[src/rtl/watchdog_gen_if.sv]
// Watchdog bus bundle: tick strobe, 68k write decode inputs, control and status.
// Inputs sampled every CLK, status registered; no backpressure (strobes are never stalled).
interface watchdog_gen_if #(
   parameter int CNT_W = 4
);
   logic             TICK_EN;
   logic [22:0]      M68K_ADDR;
   logic             nLDS;
   logic             RW;
   logic             WD_ENABLE;
   logic             EXT_RST_n;
   logic             nRESET;
   logic             nHALT;
   logic             TRIPPED;
   logic [7:0]       TRIP_COUNT;
   logic [CNT_W-1:0] WD_CNT;

   modport master (
      output TICK_EN, M68K_ADDR, nLDS, RW, WD_ENABLE, EXT_RST_n,
      input  nRESET, nHALT, TRIPPED, TRIP_COUNT, WD_CNT
   );

   modport slave (
      input  TICK_EN, M68K_ADDR, nLDS, RW, WD_ENABLE, EXT_RST_n,
      output nRESET, nHALT, TRIPPED, TRIP_COUNT, WD_CNT
   );
endinterface

[src/rtl/watchdog_gen.sv]
// 68k watchdog: trips after TIMEOUT ticks without a kick write, then holds nRESET/nHALT low HOLD ticks.
// Outputs change 1 CLK after the causing event; no backpressure, every tick/kick is consumed.
module watchdog_gen #(
   parameter int          CNT_W     = 4,
   parameter int          TIMEOUT   = 8,
   parameter int          HOLD      = 8,
   parameter logic [22:0] KICK_ADDR = 23'h180000,
   parameter logic [22:0] KICK_MASK = 23'h7F0000
) (
   input  logic           CLK,
   input  logic           RESET,
   watchdog_gen_if.slave  bus
);

   typedef enum logic {
      ST_HOLD = 1'b0,
      ST_RUN  = 1'b1
   } state_t;

   localparam logic [CNT_W-1:0] HOLD_LAST    = CNT_W'(HOLD - 1);
   localparam logic [CNT_W-1:0] TIMEOUT_LAST = CNT_W'(TIMEOUT - 1);

   state_t           state_q;
   logic [CNT_W-1:0] cnt_q;
   logic             nreset_q;
   logic             tripped_q;
   logic [7:0]       trip_cnt_q;
   logic             hit_q;
   logic             hit_d;
   logic             kick;

   // A write strobe may be held for several CLKs; only its first cycle counts as a kick.
   assign hit_d = ~bus.RW & ~bus.nLDS &
                  (((bus.M68K_ADDR ^ KICK_ADDR) & KICK_MASK) == 23'd0);
   assign kick  = hit_d & ~hit_q;

   always_ff @(posedge CLK) begin
      if (RESET) begin
         state_q    <= ST_HOLD;
         cnt_q      <= '0;
         nreset_q   <= 1'b0;
         tripped_q  <= 1'b0;
         trip_cnt_q <= 8'd0;
         hit_q      <= 1'b0;
      end else begin
         hit_q <= hit_d;
         if (!bus.EXT_RST_n) begin
            state_q  <= ST_HOLD;
            cnt_q    <= '0;
            nreset_q <= 1'b0;
         end else if (state_q == ST_HOLD) begin
            if (bus.TICK_EN) begin
               if (cnt_q == HOLD_LAST) begin
                  state_q  <= ST_RUN;
                  cnt_q    <= '0;
                  nreset_q <= 1'b1;
               end else begin
                  cnt_q <= cnt_q + CNT_W'(1);
               end
            end
         end else begin
            if (kick || !bus.WD_ENABLE) begin
               cnt_q <= '0;
            end else if (bus.TICK_EN) begin
               if (cnt_q == TIMEOUT_LAST) begin
                  state_q   <= ST_HOLD;
                  cnt_q     <= '0;
                  nreset_q  <= 1'b0;
                  tripped_q <= 1'b1;
                  if (trip_cnt_q != 8'hFF) begin
                     trip_cnt_q <= trip_cnt_q + 8'd1;
                  end
               end else begin
                  cnt_q <= cnt_q + CNT_W'(1);
               end
            end
         end
      end
   end

   assign bus.nRESET     = nreset_q;
   assign bus.nHALT      = nreset_q;
   assign bus.TRIPPED    = tripped_q;
   assign bus.TRIP_COUNT = trip_cnt_q;
   assign bus.WD_CNT     = cnt_q;

endmodule

[src/flat_wrapper.sv]
// flat-port wrapper written by rule: the top's interface ports become plain ports
module watchdog_gen_flat 
#(
   parameter int          CNT_W     = 4,
   parameter int          TIMEOUT   = 8,
   parameter int          HOLD      = 8,
   parameter logic [22:0] KICK_ADDR = 23'h180000,
   parameter logic [22:0] KICK_MASK = 23'h7F0000
)
  (CLK, RESET, bus_TICK_EN, bus_M68K_ADDR, bus_nLDS, bus_RW, bus_WD_ENABLE, bus_EXT_RST_n, bus_nRESET, bus_nHALT, bus_TRIPPED, bus_TRIP_COUNT, bus_WD_CNT);
  watchdog_gen_if #(.CNT_W(CNT_W)) bus_i ();
  input  logic CLK;
  input  logic RESET;
  input wire logic [$bits(bus_i.TICK_EN)-1:0] bus_TICK_EN;
  input wire logic [$bits(bus_i.M68K_ADDR)-1:0] bus_M68K_ADDR;
  input wire logic [$bits(bus_i.nLDS)-1:0] bus_nLDS;
  input wire logic [$bits(bus_i.RW)-1:0] bus_RW;
  input wire logic [$bits(bus_i.WD_ENABLE)-1:0] bus_WD_ENABLE;
  input wire logic [$bits(bus_i.EXT_RST_n)-1:0] bus_EXT_RST_n;
  output wire logic [$bits(bus_i.nRESET)-1:0] bus_nRESET;
  output wire logic [$bits(bus_i.nHALT)-1:0] bus_nHALT;
  output wire logic [$bits(bus_i.TRIPPED)-1:0] bus_TRIPPED;
  output wire logic [$bits(bus_i.TRIP_COUNT)-1:0] bus_TRIP_COUNT;
  output wire logic [$bits(bus_i.WD_CNT)-1:0] bus_WD_CNT;
  assign bus_i.TICK_EN = bus_TICK_EN;
  assign bus_i.M68K_ADDR = bus_M68K_ADDR;
  assign bus_i.nLDS = bus_nLDS;
  assign bus_i.RW = bus_RW;
  assign bus_i.WD_ENABLE = bus_WD_ENABLE;
  assign bus_i.EXT_RST_n = bus_EXT_RST_n;
  assign bus_nRESET = bus_i.nRESET;
  assign bus_nHALT = bus_i.nHALT;
  assign bus_TRIPPED = bus_i.TRIPPED;
  assign bus_TRIP_COUNT = bus_i.TRIP_COUNT;
  assign bus_WD_CNT = bus_i.WD_CNT;
  watchdog_gen #(.CNT_W(CNT_W), .TIMEOUT(TIMEOUT), .HOLD(HOLD), .KICK_ADDR(KICK_ADDR), .KICK_MASK(KICK_MASK)) u_core (.CLK(CLK), .RESET(RESET), .bus(bus_i));
endmodule
[config.mk]
export PLATFORM = sky130hd
export DESIGN_NAME = watchdog_gen_flat
export DESIGN_NICKNAME = d
export VERILOG_FILES = /design/src/rtl/watchdog_gen_if.sv /design/src/rtl/watchdog_gen.sv /design/src/flat_wrapper.sv
export SDC_FILE = /design/constraint.sdc
export NUM_CORES = 1
export LEC_CHECK = 0
export CAP_MARGIN = 20
export CELL_PAD_IN_SITES_DETAIL_PLACEMENT = 0
export CELL_PAD_IN_SITES_GLOBAL_PLACEMENT = 2
export CORE_MARGIN = 3
export CORE_UTILIZATION = 21
export DETAILED_ROUTE_END_ITERATION = 8
export PLACE_DENSITY_LB_ADDON = 0.1
export SETUP_SLACK_MARGIN = 0.02
export SYNTH_ARGS = -nofsm -noshare
export SYNTH_HDL_FRONTEND = slang
export SYNTH_SLANG_ARGS = --single-unit
[constraint.sdc]
create_clock -name CLK -period 1.8 [get_ports CLK]
set_input_delay 0.18 -clock CLK [delete_from_list [all_inputs] [get_ports CLK]]
set_output_delay 0.18 -clock CLK [all_outputs]
set_load 0.005 [all_outputs]
==> results of run 1 <==
## stage by stage
step	cells	hold WS (ns)	power, uW	TNS [ns]
floorplan	86	0.319	379	0
global placement	172	0.456	429	-0.477
detailed placement	172	0.488	429	-0.555
CTS	176	0.510	764	0
global route	177	0.533	785	0
finish	177	0.504	745	0
## timing repair
action	CTS	global route
resized for setup	0	5
hold buffers	0	0
setup buffers	0	1
setup endpoints to repair	0	2
## worst max-delay path: stages, from the launching register on
cell,delay [ns]
dfxtp_2,0.34
ha_1,0.19
and3_1,0.20
a211o_4,0.36
nor4b_4,0.29
xnor2_1,0.14
nor2_1,0.05
## sequential cells by signal, indices dropped and copies added, names as in the netlist
signal                 flops
u_core.bus.TRIPPED         1
u_core.hit_q               1
u_core.state_q             1
u_core.bus.nHALT           1
u_core.bus.TRIP_COUNT      8
u_core.bus.WD_CNT          4
## power breakdown
part | switching (uW) | internal, uW | leakage, uW
sequential | 1.02 | 355 | 0.000130
clock | 132 | 194 | 0.0000288
combinational | 22.6 | 40.0 | 0.000357
total | 155 | 590 | 0.000516
## worst paths after layout
check,slack (ns),from,to,cells after the start
worst max-delay path,0.11,u_core.bus.TRIP_COUNT[1],u_core.bus.TRIP_COUNT[4],6
worst min-delay path,0.50,u_core.bus.TRIPPED,u_core.bus.TRIPPED,2
worst max register to register,0.11,u_core.bus.TRIP_COUNT[1],u_core.bus.TRIP_COUNT[4],6
worst min register to register,0.50,u_core.bus.TRIPPED,u_core.bus.TRIPPED,2
## kinds of logic (layout without fill, tap and decap cells)
kind of cell | Yosys count | after routing
and+or+nand+nor | 46 | 46
muxes | 4 | 4
AOI/OAI and AO/OA | 8 | 8
xor gates and xnor gates | 5 | 5
DFF | 16 | 16
buffers and inverters | 5 | 48
adders and majority gates | 2 | 2
## layout make-up
cell class / count / share of cell area
multi-input combinational: 65 / 0.380
timing repair buffer: 42 / 0.288
sequential: 16 / 0.241
tap: 48 / 0.0448
clock buffer: 4 / 0.0411
inverter: 2 / 0.00560
## cells in the mapped netlist, drive strengths merged (3+ instances only)
| cell type | n | area, sq um |
|---|---|---|
| xnor2 | 3 | 26.3 |
| nand3 | 3 | 15.0 |
| and4b | 3 | 30.0 |
| nand4 | 3 | 18.8 |
| nand2 | 5 | 18.8 |
| nor2 | 11 | 41.3 |
| dfxtp | 16 | 320 |
| nor4 | 4 | 46.3 |
| a21oi | 3 | 15.0 |
| mux2i | 3 | 30.0 |
| nor3 | 3 | 15.0 |
## layer usage
| layer | up-vias | wire (microns) |
|---|---|---|
| met5 | - | 0 |
| met4 | 0 | 18 |
| met3 | 2 | 82 |
| met2 | 15 | 999 |
| met1 | 337 | 996 |
| li1 | 397 | - |
==> metrics.cfg, run 1 <==
[clocking]
clockBufferDepth=2
clk_latency_ns=0.25
htree_num_levels=1
root_buffer=clkbuf_8
clkTransAtPathRegs_ns=0.07
cts_buffers=3
clock_sinks=16
cts_tree=done

[global_route]
gr-usage-met3=0.0348
grtUsageMet2=0.165
antenna_found_initial=0
busiest_layer=met2
grt_pass1_wl_microns=3640
gr-usage-all-layers=0.0956
grtUsageMet1=0.110
grt_overflow=0
grt_pass1_vias=807
grt_max_degree=10

[sta]
fmaxAchievable_mhz=591
worst_pin_slew_ns=0.303
setup_ws_ns=0.108
grt_setup_unrepaired=false
fin_crit_sh=0.940
fin_crit_ns=1.69
slew_violations=0
relSlewSlack=0.797
setup_viol=0
fin_skew_ns=0.00167
hold_viol=0

[drt]
drt_wl_total_microns=2100
drc=0
vias=751
first_iter_violations=16
avgViaCountPerCell=4.24
ant_nets=0
wl_per_cell_microns=11.8
dr.pass1.iters=3

[synthesis]
synth_simple_gate_area_frac=0.390
ys_seq_area_frac=0.382
synth_top_family_by_area=simple AND/OR/NAND/NOR gates
synth_area_per_cell_sq_um=9.76
synth-adder-area-share=0.0298
ys.flop_type=dfxtp_1
synth-edff-count=0
synth-xor-area-share=0.0522
ys_ff_latch=16
async_reset_ff_frac=0
synth_compound_area_frac=0.0566
synth_mux_area_frac=0.0537
synth_cell_types=36
ys_warn_count=0
synthesis.area_sq_um=840
synthesis.instances=86
synth_nets=118

[placement]
routabilityCongestion=0.652
hpwl_microns=1670
port_buffers=28
pre_cts_ws_ns=-0.120
placed_area_sq_mm=0.00125

[pwr]
irDropWorstVdd_uv=399
p_leak_uw=0.000516
power_density_mw_per_mm2=556

[finish]
multi_input_area_sq_um=509
final-seq-area_sq_um=323
nNetsFinal=162
final_util=0.358
antenna_cells=0
drive_gt1_frac=0.225
final_common_cell=clkdlybuf4s50_1
syn_to_final_growth_pct=59.6
final_area_sq_mm=0.00134
final_cell_mix=28 x clkdlybuf4s50_1, 14 x buf_4, 14 x dfxtp_1
fill_cells=399

[critical_path]
crit_path_end_kind=register
path_class=register to register
path_max_fanout=4
crit_required_ns=1.94
arrival_ns=1.83
start_kind=register

[hold_path]
hold_class=register to register

[floorplanning]
pin_count=45
rows=22
dieArea_sq_mm=0.00479
die_w_microns=69.2
coreArea_sq_mm=0.00374
die_y_microns=69.2
initial_core_util=0.224

[flow_run]
timing.max_cap.violations=0

[run_status]
run_status=complete, no violations

(Power assumes the default switching activity.)
==> inputs of run 2 (changes only) <==
==> constraint.sdc (replaced) <==
create_clock -name CLK -period 1.8 [get_ports CLK]
set_input_delay 0.18 -clock CLK [delete_from_list [all_inputs] [get_ports CLK]]
set_output_delay 0.18 -clock CLK [all_outputs]
set_load 0.1 [all_outputs]
==> run 2 against run 1 <==
  * Non-clock buffer count fell by 7
  * Count of clock-buffer cells in the layout did not move
  * Utilization down 1.6 points
  * Global-route usage down 0.88 points
  * Critical path depth unchanged
  * Sequential cell count is the same
  * Die area is the same
  * Sequential share of layout area is 3.1 points higher
  * Highest routed layer unchanged
==> metrics.cfg, run 2 (synthesized netlist as in run 1, its figures left out) <==
[run_status]
run_status=complete, no violations

[global_route]
grtUsageMet1=0.108
gr-usage-met3=0.0261
grt_overflow=0
grt_max_degree=10
grt_pass1_wl_microns=3410
gr-usage-all-layers=0.0868
busiest_layer=met2
grt_pass1_vias=752
antenna_found_initial=0
grtUsageMet2=0.137

[sta]
hold_viol=0
fin_crit_ns=1.67
relSlewSlack=0.783
fin_crit_sh=0.929
grt_setup_unrepaired=false
worst_pin_slew_ns=0.323
fin_skew_ns=0.00193
fmaxAchievable_mhz=598
slew_violations=0
setup_viol=0

[finish]
final_common_cell=buf_4
drive_gt1_frac=0.385
final_util=0.342
final_cell_mix=22 x buf_4, 13 x clkdlybuf4s50_1, 11 x nor2_1
fin_cells=170
fill_cells=431
nNetsFinal=155
syn_to_final_growth_pct=52.3
largest_reg_flops=8
antenna_cells=0

[clocking]
clk_latency_ns=0.25
ctsHoldBuffers=0
clock_sinks=16
cts_buffers=3
clkTransAtPathRegs_ns=0.07
htree_num_levels=1
clockBufferDepth=2
postCtsSetupBuffers=0
root_buffer=clkbuf_8
cts_tree=done

[hold_path]
holdPathStages=2
holdPathEnd=u_core.bus.TRIPPED
hp-start=u_core.bus.TRIPPED
hold_class=register to register

[critical_path]
start_kind=register
path_class=register to register
crit_required_ns=1.95
critPathLaunch=u_core.bus.TRIP_COUNT[0]
reg2reg_to=u_core.bus.TRIP_COUNT[0]
path_max_fanout=4
worstReg2RegStart=u_core.bus.TRIP_COUNT[0]
path_cells=ha_2 > and3_1 > a211o_1 > or2_1 > xor2_1 > nor2_1
cpMaxStageDelayCell=a211o_1
max_stage_delay_ns=0.37
crit_path_end_kind=register
r2r_cells=6
reg2reg_slack_ns=0.13
arrival_ns=1.82

[pwr]
p_total_uw=752
p_leak_uw=0.000512
power_density_mw_per_mm2=588
irDropWorstVdd_uv=190

[placement]
port_buffers=28
place_inst=166
routabilityCongestion=0.702
hpwl_microns=1570

[drt]
drt_wl_total_microns=2000
avgViaCountPerCell=4.42
dr.pass1.iters=2
wl_per_cell_microns=11.8
ant_nets=0
vias=752
drc=0
first_iter_violations=39

[floorplanning]
die_w_microns=69.2
dieArea_sq_mm=0.00479
die_y_microns=69.2
pin_count=45
initial_core_util=0.224
coreArea_sq_mm=0.00374
rows=22

[flow_run]
timing.max_cap.violations=0

-- run 2: cell count changes in the layout (fill, tap and decap cells not counted), sizes merged --
cell           delta
clkdlybuf4s50    -15
buf               +8
-- run 2: worst max path at each step --
| stage | cells past startpoint | slack, ns | end |
|---|---|---|---|
| 3_3_place_gp | 6 | -0.18 | u_core.bus.TRIP_COUNT[5] |
| 2_1_floorplan | 5 | -0.02 | u_core.bus.TRIP_COUNT[5] |
| 5_1_grt | 6 | 0.05 | u_core.bus.TRIP_COUNT[1] |
| 4_1_cts | 6 | 0.09 | u_core.bus.TRIP_COUNT[5] |
| 6_report | 6 | 0.13 | u_core.bus.TRIP_COUNT[0] |
| 3_5_place_dp | 6 | -0.19 | u_core.bus.TRIP_COUNT[5] |
-- run 2: report_power, final --
| group | total, uW | switching [uW] | internal [uW] |
|---|---|---|---|
| sequential | 351 | 2.45 | 349 |
| combinational | 69.1 | 32.0 | 37.2 |
| clock | 331 | 137 | 194 |
| total | 752 | 171 | 580 |
-- run 2: routing by layer --
| metal | vias to the layer above | wire length [microns] |
|---|---|---|
| li1 | 381 | - |
| met1 | 349 | 929 |
| met2 | 18 | 940 |
| met3 | 4 | 103 |
| met4 | 0 | 30 |
| met5 | - | 0 |
-- run 2: cell type report --
class                           count  area (sq um)  share of cell area
Clock buffer                        4          55.1              0.0431
Sequential cell                    16           348               0.272
Inverter                            2          7.51             0.00587
Multi-Input combinational cell     65           513               0.401
Tap cell                           48          60.1              0.0470
Timing Repair Buffer               35           295               0.231
-- run 2: worst max-delay path: cells and delay by family, from the launching register on --
kind,cells,cell delay [ns]
AOI/OAI and AO/OA,1,0.37
xor gates and xnor gates,1,0.15
adders and majority gates,1,0.18
DFF,1,0.36
and+or+nand+nor,3,0.50
-- run 2: repair_timing --
| action | 4_1_cts | 5_1_grt |
|---|---|---|
| gates resized for setup | 0 | 1 |
| hold endpoints to repair | 0 | 0 |
| setup endpoints to repair | 0 | 2 |
-- run 2: through the flow --
step | setup slack, ns | instance area, sq um | TNS [ns] | hold WS, ns
6_report | 0.129 | 1280 | 0 | 0.475
5_1_grt | 0.0492 | 1280 | 0 | 0.529
4_1_cts | 0.0866 | 1270 | 0 | 0.484
3_5_place_dp | -0.189 | 1210 | -0.635 | 0.464
3_3_place_gp | -0.179 | 1210 | -0.671 | 0.458
2_1_floorplan | -0.0190 | 882 | -0.0190 | 0.321
==> inputs of run 3 (changes only) <==
--- a/config.mk
+++ b/config.mk
@@ -5,7 +5,7 @@
 export SDC_FILE = /design/constraint.sdc
 export NUM_CORES = 1
 export LEC_CHECK = 0
-export CAP_MARGIN = 20
+export CAP_MARGIN = 5
 export CELL_PAD_IN_SITES_DETAIL_PLACEMENT = 0
 export CELL_PAD_IN_SITES_GLOBAL_PLACEMENT = 2
 export CORE_MARGIN = 3
==> results of run 3 <==
Same layout as run 2: the final DEF is identical, and so are final timing and power.
